File: src/rtl/arm_pipe_pkg.sv
// Shared types and constants for the ARM fetch front end.
package arm_pipe_pkg;

    localparam int unsigned INSTR_W = 32;
    localparam logic [INSTR_W-1:0] ARM_NOP = 32'hE1A0_0000;

    typedef struct packed {
        logic [INSTR_W-1:0] instr;
        logic [31:0]        pc4;
    } fetch_entry_t;

    typedef enum logic [1:0] {
        IDLE  = 2'd0,
        WAIT  = 2'd1,
        STALE = 2'd2
    } fetch_state_t;

endpackage

File: src/rtl/arm_fetch_unit_if.sv
// Fetch-unit bus bundle: instruction-ROM req/ack, decode valid/ready and EX redirect.
interface arm_fetch_unit_if #(
    parameter int unsigned IMEM_AW = 8
);
    import arm_pipe_pkg::*;

    logic               imem_req;
    logic [IMEM_AW-1:0] imem_addr;
    logic               imem_ack;
    logic [INSTR_W-1:0] imem_rdata;
    logic               id_valid;
    logic               id_ready;
    logic [INSTR_W-1:0] id_instr;
    logic [31:0]        id_pc4;
    logic               br_taken;
    logic [31:0]        br_target;

    modport master (
        output imem_req, imem_addr, id_valid, id_instr, id_pc4,
        input  imem_ack, imem_rdata, id_ready, br_taken, br_target
    );

    modport slave (
        input  imem_req, imem_addr, id_valid, id_instr, id_pc4,
        output imem_ack, imem_rdata, id_ready, br_taken, br_target
    );

endinterface

File: src/rtl/arm_fetch_queue.sv
// Prefetch FIFO of {instr, pc4} entries; flush wins over push and pop.
module arm_fetch_queue
    import arm_pipe_pkg::*;
#(
    parameter int unsigned DEPTH = 4,
    parameter int unsigned CNT_W = $clog2(DEPTH) + 1
) (
    input  logic             Clk,
    input  logic             Reset,
    input  logic             push_i,
    input  fetch_entry_t     push_data_i,
    input  logic             pop_i,
    input  logic             flush_i,
    output fetch_entry_t     head_o,
    output logic [CNT_W-1:0] count_o,
    output logic             empty_o,
    output logic             full_o
);

    localparam int unsigned PTR_W = $clog2(DEPTH);

    fetch_entry_t     mem_q [DEPTH];
    logic [PTR_W-1:0] rd_ptr_q;
    logic [PTR_W-1:0] wr_ptr_q;
    logic [CNT_W-1:0] count_q;
    logic             do_push_c;
    logic             do_pop_c;

    assign empty_o   = (count_q == '0);
    assign full_o    = (count_q == CNT_W'(DEPTH));
    assign do_push_c = push_i && !flush_i && !full_o;
    assign do_pop_c  = pop_i && !flush_i && !empty_o;
    assign head_o    = mem_q[rd_ptr_q];
    assign count_o   = count_q;

    // Power-of-two depth lets the pointers wrap naturally.
    always_ff @(posedge Clk or negedge Reset) begin
        if (!Reset) begin
            for (int i = 0; i < int'(DEPTH); i++) begin
                mem_q[i] <= '0;
            end
            rd_ptr_q <= '0;
            wr_ptr_q <= '0;
            count_q  <= '0;
        end else if (flush_i) begin
            rd_ptr_q <= '0;
            wr_ptr_q <= '0;
            count_q  <= '0;
        end else begin
            if (do_push_c) begin
                mem_q[wr_ptr_q] <= push_data_i;
                wr_ptr_q        <= wr_ptr_q + PTR_W'(1);
            end
            if (do_pop_c) begin
                rd_ptr_q <= rd_ptr_q + PTR_W'(1);
            end
            count_q <= count_q + CNT_W'(do_push_c) - CNT_W'(do_pop_c);
        end
    end

endmodule

File: src/rtl/arm_fetch_unit.sv
// Instruction-fetch stage: owns the fetch PC, runs the ROM req/ack handshake and feeds
// decode from the prefetch queue; EX redirects flush the queue and squash in-flight fetches.
module arm_fetch_unit
    import arm_pipe_pkg::*;
#(
    parameter logic [31:0] RESET_PC    = 32'h0000_0000,
    parameter int unsigned IMEM_AW     = 8,
    parameter int unsigned QUEUE_DEPTH = 4
) (
    input  logic             Clk,
    input  logic             Reset,
    arm_fetch_unit_if.master fetch_if
);

    localparam int unsigned CNT_W   = $clog2(QUEUE_DEPTH) + 1;
    localparam logic [1:0]  S_IDLE  = 2'(IDLE);
    localparam logic [1:0]  S_WAIT  = 2'(WAIT);
    localparam logic [1:0]  S_STALE = 2'(STALE);

    logic [1:0]         state_q, state_d;
    logic [31:0]        fetch_pc_q, fetch_pc_d;
    logic [IMEM_AW-1:0] addr_q, addr_d;
    logic               req_q, req_d;

    logic               ack_live_c;
    logic               push_c;
    logic               pop_c;
    logic [31:0]        pc_plus4_c;
    logic [CNT_W-1:0]   q_count;
    logic [CNT_W-1:0]   count_after_c;
    logic               q_empty;
    logic               q_full;
    fetch_entry_t       push_entry_c;
    fetch_entry_t       q_head;

    assign pc_plus4_c    = fetch_pc_q + 32'd4;
    assign ack_live_c    = fetch_if.imem_ack && (state_q == S_WAIT);
    assign push_c        = ack_live_c && !fetch_if.br_taken;
    assign pop_c         = fetch_if.id_ready && !q_empty;
    assign count_after_c = q_count + CNT_W'(push_c) - CNT_W'(pop_c);
    assign push_entry_c  = '{instr: fetch_if.imem_rdata, pc4: pc_plus4_c};

    arm_fetch_queue #(
        .DEPTH (QUEUE_DEPTH),
        .CNT_W (CNT_W)
    ) u_queue (
        .Clk         (Clk),
        .Reset       (Reset),
        .push_i      (push_c),
        .push_data_i (push_entry_c),
        .pop_i       (pop_c),
        .flush_i     (fetch_if.br_taken),
        .head_o      (q_head),
        .count_o     (q_count),
        .empty_o     (q_empty),
        .full_o      (q_full)
    );

    // Only one request is ever outstanding, so "room for it" reduces to the queue count.
    always_comb begin
        state_d    = state_q;
        fetch_pc_d = fetch_pc_q;
        addr_d     = addr_q;
        req_d      = req_q;

        if (fetch_if.br_taken) begin
            fetch_pc_d = fetch_if.br_target & 32'hFFFF_FFFC;
        end

        case (state_q)
            S_IDLE: begin
                if (!fetch_if.br_taken && !q_full) begin
                    state_d = S_WAIT;
                    req_d   = 1'b1;
                    addr_d  = fetch_pc_q[IMEM_AW-1:0];
                end
            end
            S_WAIT: begin
                if (fetch_if.br_taken) begin
                    if (fetch_if.imem_ack) begin
                        state_d = S_IDLE;
                        req_d   = 1'b0;
                    end else begin
                        state_d = S_STALE;
                    end
                end else if (fetch_if.imem_ack) begin
                    fetch_pc_d = pc_plus4_c;
                    if (count_after_c < CNT_W'(QUEUE_DEPTH)) begin
                        addr_d = pc_plus4_c[IMEM_AW-1:0];
                    end else begin
                        state_d = S_IDLE;
                        req_d   = 1'b0;
                    end
                end
            end
            S_STALE: begin
                if (fetch_if.imem_ack) begin
                    state_d = S_IDLE;
                    req_d   = 1'b0;
                end
            end
            default: begin
                state_d = S_IDLE;
                req_d   = 1'b0;
            end
        endcase
    end

    always_ff @(posedge Clk or negedge Reset) begin
        if (!Reset) begin
            state_q    <= S_IDLE;
            fetch_pc_q <= RESET_PC;
            addr_q     <= RESET_PC[IMEM_AW-1:0];
            req_q      <= 1'b0;
        end else begin
            state_q    <= state_d;
            fetch_pc_q <= fetch_pc_d;
            addr_q     <= addr_d;
            req_q      <= req_d;
        end
    end

    assign fetch_if.imem_req  = req_q;
    assign fetch_if.imem_addr = addr_q;
    assign fetch_if.id_valid  = !q_empty;
    assign fetch_if.id_instr  = q_head.instr;
    assign fetch_if.id_pc4    = q_head.pc4;

endmodule

File: src/flat_wrapper.sv
// flat-port wrapper written by rule: the top's interface ports become plain ports
module arm_fetch_unit_flat import arm_pipe_pkg::*;
#(
    parameter logic [31:0] RESET_PC    = 32'h0000_0000,
    parameter int unsigned IMEM_AW     = 8,
    parameter int unsigned QUEUE_DEPTH = 4
)
  (Clk, Reset, fetch_if_imem_req, fetch_if_imem_addr, fetch_if_id_valid, fetch_if_id_instr, fetch_if_id_pc4, fetch_if_imem_ack, fetch_if_imem_rdata, fetch_if_id_ready, fetch_if_br_taken, fetch_if_br_target);
  arm_fetch_unit_if #(.IMEM_AW(IMEM_AW)) fetch_if_i ();
  input  logic Clk;
  input  logic Reset;
  output wire logic [$bits(fetch_if_i.imem_req)-1:0] fetch_if_imem_req;
  output wire logic [$bits(fetch_if_i.imem_addr)-1:0] fetch_if_imem_addr;
  output wire logic [$bits(fetch_if_i.id_valid)-1:0] fetch_if_id_valid;
  output wire logic [$bits(fetch_if_i.id_instr)-1:0] fetch_if_id_instr;
  output wire logic [$bits(fetch_if_i.id_pc4)-1:0] fetch_if_id_pc4;
  input wire logic [$bits(fetch_if_i.imem_ack)-1:0] fetch_if_imem_ack;
  input wire logic [$bits(fetch_if_i.imem_rdata)-1:0] fetch_if_imem_rdata;
  input wire logic [$bits(fetch_if_i.id_ready)-1:0] fetch_if_id_ready;
  input wire logic [$bits(fetch_if_i.br_taken)-1:0] fetch_if_br_taken;
  input wire logic [$bits(fetch_if_i.br_target)-1:0] fetch_if_br_target;
  assign fetch_if_imem_req = fetch_if_i.imem_req;
  assign fetch_if_imem_addr = fetch_if_i.imem_addr;
  assign fetch_if_id_valid = fetch_if_i.id_valid;
  assign fetch_if_id_instr = fetch_if_i.id_instr;
  assign fetch_if_id_pc4 = fetch_if_i.id_pc4;
  assign fetch_if_i.imem_ack = fetch_if_imem_ack;
  assign fetch_if_i.imem_rdata = fetch_if_imem_rdata;
  assign fetch_if_i.id_ready = fetch_if_id_ready;
  assign fetch_if_i.br_taken = fetch_if_br_taken;
  assign fetch_if_i.br_target = fetch_if_br_target;
  arm_fetch_unit #(.RESET_PC(RESET_PC), .IMEM_AW(IMEM_AW), .QUEUE_DEPTH(QUEUE_DEPTH)) u_core (.Clk(Clk), .Reset(Reset), .fetch_if(fetch_if_i));
endmodule
File: config.mk
export PLATFORM = sky130hd
export DESIGN_NAME = arm_fetch_unit_flat
export DESIGN_NICKNAME = d
export VERILOG_FILES = /design/src/rtl/arm_pipe_pkg.sv /design/src/rtl/arm_fetch_unit_if.sv /design/src/rtl/arm_fetch_queue.sv /design/src/rtl/arm_fetch_unit.sv /design/src/flat_wrapper.sv
export SDC_FILE = /design/constraint.sdc
export NUM_CORES = 1
export LEC_CHECK = 0
export ABC_AREA = 1
export ABC_CLOCK_PERIOD_IN_PS = 2500
export BUFFER_PORTS_ARGS = -buffer_cell sky130_fd_sc_hd__buf_2
export CORE_AREA = 2 2 160 162
export DETAILED_ROUTE_END_ITERATION = 7
export DIE_AREA = 0 0 162 164
export PLACE_DENSITY_LB_ADDON = 0.05
export SLEW_MARGIN = 5
export SYNTH_ARGS = -nofsm -noshare
export SYNTH_HDL_FRONTEND = slang
export SYNTH_SLANG_ARGS = --single-unit
export TNS_END_PERCENT = 20
File: constraint.sdc
create_clock -name Clk -period 2.5 [get_ports Clk]
set_input_delay 0.5 -clock Clk [delete_from_list [all_inputs] [get_ports Clk]]
set_output_delay 0.5 -clock Clk [all_outputs]
set_load 0.02 [all_outputs]
==> key figures <==
Drt
  • DR DRC count: 0
  • Wirelength, routed: roughly 42000 µm
  • First-pass iteration count of the detailed router: 5
  • Vias/cell: 5.48
  • Total number of vias: 13300
  • Starting DRT DRC Count: roughly 1400
  • Antenna-violating nets left: 0
  • WL/cell: 17.1 µm

Logic synthesis
  • Synth top area share: 51.8%
  • Mean Syn Cell Area: 7.52 µm²
  • Synth warn: 0
  • Post-synthesis cell area: 14800 µm²
  • Synthesized Nets: 2043
  • Post-synth top area cell: dfrtp_1
  • Largest cells by area after synthesis: dfrtp_1 (52%), nand2_1 (25%), o21ai_0 (5.6%), nor2_1 (4.8%), o22ai_1 (2.7%)
  • Sequential element share of the synthesized area: 51.8%
  • Cell count after synthesis: 1964
  • Seq cells post-synth: 306
  • Cell variety after synth: 30

STA
  • Final Cycle Share: 101%
  • RSZ-0062 raised after global routing: yes
  • Max Clock Freq: roughly 400 MHz
  • Final hold violations: 0
  • Worst-case headroom to the max-slew limit: about three fifths
  • Max-slew violations: 0
  • Final min period: between 2 and 3 ns
  • Slew @ Worst Pin: 0.627 ns
  • Worst clock skew: between 0.01 and 0.015 ns
  • Worst hold margin: ~0.18 ns
  • Total negative slack: -0.0165 ns
  • Setup-failing EPs final: 1
  • Final worst slack: -0.0165 ns

Clock tree
  • Root Buffer: clkbuf_16
  • Sink Count: ~300
  • CTS tree: built
  • Clock latency at the later pin of the worst-skew pair: 0.57 ns
  • H-tree depth: 1
  • Clk buf depth: 3
  • Clock transition at path regs: 0.06 ns
  • Num CTS Buffers: 31

Setup path
  • Startpoint class of the critical path: flop
  • Kind of critical path: reg2out
  • CP arrival: about 2 ns
  • Worst Path Max Fanout: 24
  • CP Capture Type: output pin
  • CP Data Required Time: 2.00 ns

Die
  • Die ar.: 26600 µm²
  • Die Wd: 162 µm
  • Row count: 58
  • Initial Utilization: about three fifths
  • # IOs: about 140
  • Die Y: 164 µm
  • Core outline area: 24800 µm²

Finish
  • Count of non-filler cells in the finished layout: 2436
  • Layout cells sized above 1: 12.7%
  • Final #Nets: 2159
  • Layout area overhead: 16.0%
  • Post-route cell area: 17100 µm²

GRT
  • First-pass GRT wire length: 65600 µm
  • Number of global-route vias before repair: 12800
  • Number of antenna violations at the first check in global routing: 1
  • Total GRT Usage: 31.1%
  • Largest net degree at the start of global routing: 62
  • GRT overflow: 0

Placement
  • Placed cell areas: 15800 µm²
  • Placed Instances: 2369
  • IO Port Bufs: 140
  • RePlAce Congestion: 0.915
  • DP Wirelength: 24100 µm

Power and ir drop
  • Tot Pwr: 18.8 mW
  • Worst vdd ir: 0.620 mV
  • LEAKAGE: about 9.5 nW
  • Pwr/cell area: 1100 nW/µm²

Run status
  • Failing checks: setup timing
  • Status: finished, violations left

Run
  • Total of max-cap violations: 0

Hold path
  • Worst hold-check path type: in2reg
synth_stat cells:
master and instances:
clkinv_1 1, nor2_1 189, nor3_1 1, buf_2 35, fa_1 1, dfrtp_1 306
and2_1 1, or2_2 2, o211ai_1 2, nand4_1 1, o22ai_1 64, o21ai_1 14
nand3_1 44, buf_6 16, inv_2 6, a31oi_1 4, inv_1 53, o21ai_0 164
clkbuf_1 55, buf_1 3, nand2_8 1, nand2_2 2, ha_1 9, o21a_1 1
nor2_8 4, xnor2_1 1, xor2_1 12, a21oi_1 3, nor2_2 2, nand2_1 967
logic make-up (layout without fill, tap and decap cells):
group,count (synthesis),in the layout,synth area share (%)
DFF,306,306,51.8
other,0,2,0
AOI/OAI and AO/OA,252,252,9.17
xor gates and xnor gates,13,13,0.771
adders and majority gates,10,10,0.898
buffers and inverters,169,309,5.40
and+or+nand+nor,1214,1214,31.9
metal layers:
layer  routed length (µm)  global-route usage (%)  up-vias  share of wire (%)
met4                 1110                    10.4        0                2.7
met1                17900                    43.1     6370                 43
li1                     -                       -     6405                  -
met5                    0                       0        -                  0
met3                 2860                    3.13       66                6.9
met2                19700                    51.8      508                 47
path summary, 6_finish.rpt:
check                                           start                      endpoint  slack (ns)  depth (start not counted)
setup / recovery           u_core.u_queue.rd_ptr_q[0]           fetch_if_id_pc4[26]       -0.02                          5
hold / removal                 fetch_if_imem_rdata[2]      u_core.u_queue.mem_q[34]        0.18                          3
setup reg to reg                    u_core.state_q[1]     u_core.u_queue.count_o[2]        0.28                         12
hold reg to reg              u_core.u_queue.mem_q[99]      u_core.u_queue.mem_q[99]        0.47                          2
max in group asynchronous                       Reset  u_core.fetch_if.imem_addr[6]        1.25                          3
min in group asynchronous                       Reset      u_core.u_queue.mem_q[55]        0.47                          2
worst max-delay path, cell delays in order (launching register included):
cell       delay [ns]
dfrtp_4          0.56
buf_4            0.18
clkbuf_16        0.20
o21ai_0          0.21
o22ai_1          0.12
buf_4            0.17
cell usage in the layout, fill, tap and decap left out, types with 6 or more instances in the layout:
cell type,count
dfrtp_1,304
clkbuf_16,33
o21ai_0,157
buf_12,14
ha_1,9
nor2_1,189
o21ai_1,21
clkbuf_8,9
xor2_1,12
o22ai_2,6
o22ai_1,58
nand2_1,967
inv_1,52
buf_2,128
buf_4,40
nand3_1,44
inv_2,7
clkbuf_1,8
cell type report:
class                   count  area [µm²]
multi-input cells        1489        6350
repair buffers            192        1430
fillers                  2122        7680
flip-flops and latches    306        7660
well taps                 330         413
clock buffers              48         930
clock inverters             9         105
diodes                      2        5.00
inverters                  60         238
timing repair:
action / CTS / global route
hold buffers: 1 / 0
resized for setup: 16 / 17
pin swaps: 1 / 2
buffers inserted: 0 / 2
cloned: 3 / 2
setup endpoints to repair: 22 / 53
hold endpoints to repair: 54 / 0
metrics by stage:
stage          util [%]  worst slack [ns]
6_report           69.1           -0.0165
4_1_cts            68.7           -0.0232
5_1_grt            69.0           -0.0584
3_5_place_dp       63.8             0.204
3_3_place_gp       63.8             0.241
2_1_floorplan         -            0.0890
flip-flops by register name (all words and copies together), names as in the netlist:
register and cells:
u_core.u_queue.wr_ptr_q 2, u_core.u_queue.mem_q 256, u_core.fetch_if.imem_req 1, u_core.u_queue.count_o 3
u_core.state_q 2, u_core.u_queue.rd_ptr_q 2, u_core.fetch_pc_q 32, u_core.fetch_if.imem_addr 8
power by group:
group / total, mW / internal, mW / switching [mW]
combinational: 7.22 / 2.50 / 4.72
clock: 4.70 / 2.75 / 1.95
sequential: 6.88 / 6.16 / 0.716
(Power assumes the default switching activity.)
